$ cat src/rtl/tcb_peri_gpio_int.sv
// Per-pin debounce and sticky, maskable interrupt status for the TCB GPIO peripheral.
// Consumes the CDC-synchronized gpio_r vector; irq is an AND-OR of flops only.
module tcb_peri_gpio_int #(
  parameter int unsigned DAT = 32,
  parameter int unsigned DBW = 8
)(
  input  logic           clk,
  input  logic           rst,
  input  logic [DAT-1:0] gpio_r,
  input  logic [DBW-1:0] cfg_dbc,
  input  logic [DAT-1:0] cfg_rise,
  input  logic [DAT-1:0] cfg_fall,
  input  logic [DAT-1:0] cfg_lvlh,
  input  logic [DAT-1:0] cfg_lvll,
  input  logic [DAT-1:0] cfg_ien,
  input  logic [DAT-1:0] sts_clr,
  output logic [DAT-1:0] gpio_d,
  output logic [DAT-1:0] sts,
  output logic           irq
);

  logic [DBW-1:0] cnt [DAT];
  logic [DAT-1:0] dif;
  logic [DAT-1:0] upd;
  logic [DAT-1:0] evt;

  // Pending-change detection and threshold reached (>= so a lowered threshold acts at once)
  always_comb begin
    dif = gpio_r ^ gpio_d;
    upd = '0;
    for (int unsigned i = 0; i < DAT; i++) begin
      upd[i] = dif[i] && (cnt[i] >= cfg_dbc);
    end
  end

  // Edge events qualify on the update strobe; level events use the registered value
  always_comb begin
    evt = (upd &  gpio_r & cfg_rise)
        | (upd & ~gpio_r & cfg_fall)
        | ( gpio_d & cfg_lvlh)
        | (~gpio_d & cfg_lvll);
  end

  // Debounce counters, debounced value and sticky status (set beats clear)
  always_ff @(posedge clk or posedge rst) begin
    if (rst) begin
      gpio_d <= '0;
      sts    <= '0;
      for (int unsigned i = 0; i < DAT; i++) begin
        cnt[i] <= '0;
      end
    end else begin
      for (int unsigned i = 0; i < DAT; i++) begin
        if (!dif[i] || upd[i]) begin
          cnt[i] <= '0;
        end else begin
          cnt[i] <= cnt[i] + DBW'(1);
        end
      end
      gpio_d <= (gpio_d & ~upd) | (gpio_r & upd);
      sts    <= evt | (sts & ~sts_clr);
    end
  end

  assign irq = |(sts & cfg_ien);

endmodule

$ cat config.mk
export PLATFORM = sky130hd
export DESIGN_NAME = tcb_peri_gpio_int
export DESIGN_NICKNAME = d
export VERILOG_FILES = /design/src/rtl/tcb_peri_gpio_int.sv
export SDC_FILE = /design/constraint.sdc
export NUM_CORES = 1
export LEC_CHECK = 0
export CAP_MARGIN = 20
export CORE_UTILIZATION = 50
export DETAILED_ROUTE_END_ITERATION = 12
export PLACE_DENSITY = 0.84
export SETUP_SLACK_MARGIN = 0.2
export SKIP_CTS_REPAIR_TIMING = 1
export SYNTH_ARGS = -nofsm -noshare
export SYNTH_HDL_FRONTEND = slang
export SYNTH_SLANG_ARGS = --single-unit
$ cat constraint.sdc
create_clock -name clk -period 9.54 [get_ports clk]
set_clock_uncertainty 0.15 [all_clocks]
set_input_delay 0.954 -clock clk [delete_from_list [all_inputs] [get_ports clk]]
set_output_delay 0.954 -clock clk [all_outputs]
set_load 0.03 [all_outputs]
==> results.yml <==
detailed_routing:
  wl_per_cell_um: 17.34
  first_iter_violations: 832
  vias_per_cell: 5.741
  drc: 0
  drt_wl_total_um: 53040
  dr.pass1.iters: 5
  vias: 17560
  antenna_left: 0
layout:
  finalInstanceArea_um2: 26520
  multi_input_area_um2: 12910
  final_core_util_pct: 62.80
  fill_cells: 3294
  area_growth_pct: 23.31
  seq_area_um2: 8008
  final_cell_mix: "dfrtp_1, clkdlybuf4s50_1, ha_1"
  layout_commonest_cell: "dfrtp_1"
  drive_gt1_share_pct: 7.024
  finalNetCount: 3018
  antenna_cells: 0
pwr:
  irDropWorstVdd_mv: 0.1195
  powerDensity_nw_per_um2: 219.8
  p_leak_nw: 12.74
  power_mw: 5.830
floorplanning:
  start_util_pct: 50.93
  num_rows: 75
  die_w_um: 209.4
  die_h_um: 209.4
  die-area_um2: 43840
  io_pins: 299
  core-area_um2: 42230
worst_setup_path:
  path_class: "in -> out"
  crit_path_max_incr_delay_ps: 630
  cp_common_cell: "clkdlybuf4s50_1"
  slowest_stage: "clkdlybuf4s50_1"
  start_kind: "input pin"
  r2r-start: "cnt[16]$_DFF_PP0_"
  cp-startpoint: "cfg_ien[8]"
  crit_required_ps: 8440
  crit_buf_inv: 2
  rr_worst_depth: 6
  cp_max_fo: 1
  crit_arrival_ps: 3330
  rrSetupSlack_ps: 7390
  path_cells: "clkdlybuf4s50_1 > a22oi_1 > nand4_1 > or4_1 > clkdlybuf4s50_1"
  crit_family: "buffers and inverters"
  end_kind: "output port"
global_route:
  grt_max_degree: 144
  grt_pass1_vias: 18240
  antenna_found_initial: 0
  grt_pass1_wl_um: 87890
  grtUsageTotal_pct: 24.33
  grt_overflow_total: 0
clocking:
  cts_sinks: 320
  numCtsBuffers: 38
  cts_tree: "yes"
  clkLatencyLatePin_ps: 530
  cts.clk_slew.worst_paths_ps: 50
  cts_max_path_buffers: 3
  h-tree-depth: 2
  cts-root-buf: "clkbuf_16"
synthesis:
  synth_fa_ha_area_share_pct: 16.76
  synth-xor-area-share_pct: 9.123
  postSynthNetCount: 2684
  postSynthAreaPerCell_um2: 9.947
  yosysUniqueCellTypes: 34
  synth_top_family_by_area: "simple AND/OR/NAND/NOR gates"
  ys_async_sr_fraction_pct: 100.0
  synth_flop_cell: "dfrtp_1"
  synth-seq-area-share_pct: 37.24
  synth-edff-count: 0
  synth-compound-area-share_pct: 14.97
  yosys.area_share.simple_pct: 17.27
  ys_ff_latch: 320
  yosys_warnings: 0
  synthMuxAreaShare_pct: 1.908
  syn_area_um2: 21510
  netlist_instances: 2162
sta:
  period_share_pct: 46.44
  setup_tns_ps: 0
  hold_viol: 0
  max_freq_mhz: 225.7
  worst_pin_slew_ps: 1137
  slew_violations: 0
  period_needed_ps: 4430
  rsz0062_at_grt: "false"
  final.setup.worst_slack_ps: 5110
  setup_viol: 0
  relSlewSlack_pct: 24.11
placed_design:
  gp_congestion: 0.8444
  dp_worst_setup_slack_ps: 5058
  place_area_um2: 25190
  port_buffers: 298
  dp_hpwl_um: 36580
run_status:
  status: "complete, no violations"
hold_path:
  whs_endpoint: "cnt[0]$_DFF_PP0_"
  hold_start: "cnt[0]$_DFF_PP0_"
  worstHoldPathCells: 1
  min_path_type: "reg -> reg"
flow_run:
  maxCapViolations: 0
report_power, final:
part / total, mW / switching [mW] / internal (mW)
Clock: 1.54 / 0.566 / 0.973
Sequential: 2.08 / 0.438 / 1.64
Combinational: 2.21 / 1.17 / 1.04
through the flow:
stage | cells | hold WS, ps
final | 3059 | 386.4
after global routing | 3059 | 413.5
after CTS | 3059 | 383.7
after detailed placement | 2995 | 376.3
after global placement | 2994 | 368.5
after floorplan | 2162 | 334.0
synthesized netlist by cell type (29+ instances only):
| cell type | n | area [um2] |
|---|---|---|
| a21o_1 | 36 | 270.3 |
| a21oi_1 | 74 | 370.4 |
| a31oi_1 | 50 | 312.8 |
| and3_1 | 62 | 387.9 |
| dfrtp_1 | 320 | 8008 |
| ha_1 | 288 | 3603 |
| inv_1 | 138 | 518.0 |
| nand2_1 | 92 | 345.3 |
| nand3_1 | 158 | 790.8 |
| nand4_1 | 36 | 225.2 |
| nor2_1 | 196 | 735.7 |
| nor3_1 | 99 | 495.5 |
| o211ai_1 | 29 | 217.7 |
| o21a_1 | 46 | 345.3 |
| o21ai_0 | 59 | 295.3 |
| xnor2_1 | 53 | 464.2 |
| xor2_1 | 171 | 1498 |
state kept, by name, indices dropped and copies added (netlist names), named ones only:
name	flops
sts	32
cnt	256
area by class of cell:
type | instances | area share [%]
Clock buffer | 56 | 4.383
Clock inverter | 8 | 0.6228
Inverter | 138 | 1.967
Multi-Input combinational cell | 1690 | 48.68
Sequential cell | 320 | 30.20
Tap cell | 539 | 2.543
Timing Repair Buffer | 308 | 11.61
routing by layer:
layer,vias to the layer above,wire (um),track usage [%]
li1,8493,-,-
met1,8540,22200,29.15
met2,412,26570,43.52
met3,116,2507,3.846
met4,0,1756,9.686
met5,-,0,0
worst max path at each step:
stage / depth (start not counted) / slack [ps] / endpoint
3_3_place_gp: 5 / 5070 / irq
2_1_floorplan: 1 / 4170 / asynchronous set/reset pin
4_1_cts: 5 / 5060 / irq
5_1_grt: 5 / 5100 / irq
6_report: 5 / 5110 / irq
3_5_place_dp: 5 / 5060 / irq
cells by family (layout without fill, tap and decap cells):
kind of cell	after synthesis	after routing
AND/OR/NAND/NOR	733	733
multiplexers	32	32
XOR/XNOR	224	224
flip-flops	320	320
buffers and inverters	152	510
adder cells (fa/ha/maj)	288	288
AO/OA/AOI/OAI	413	413
No activity file was read; power rests on OpenSTA's default activity.
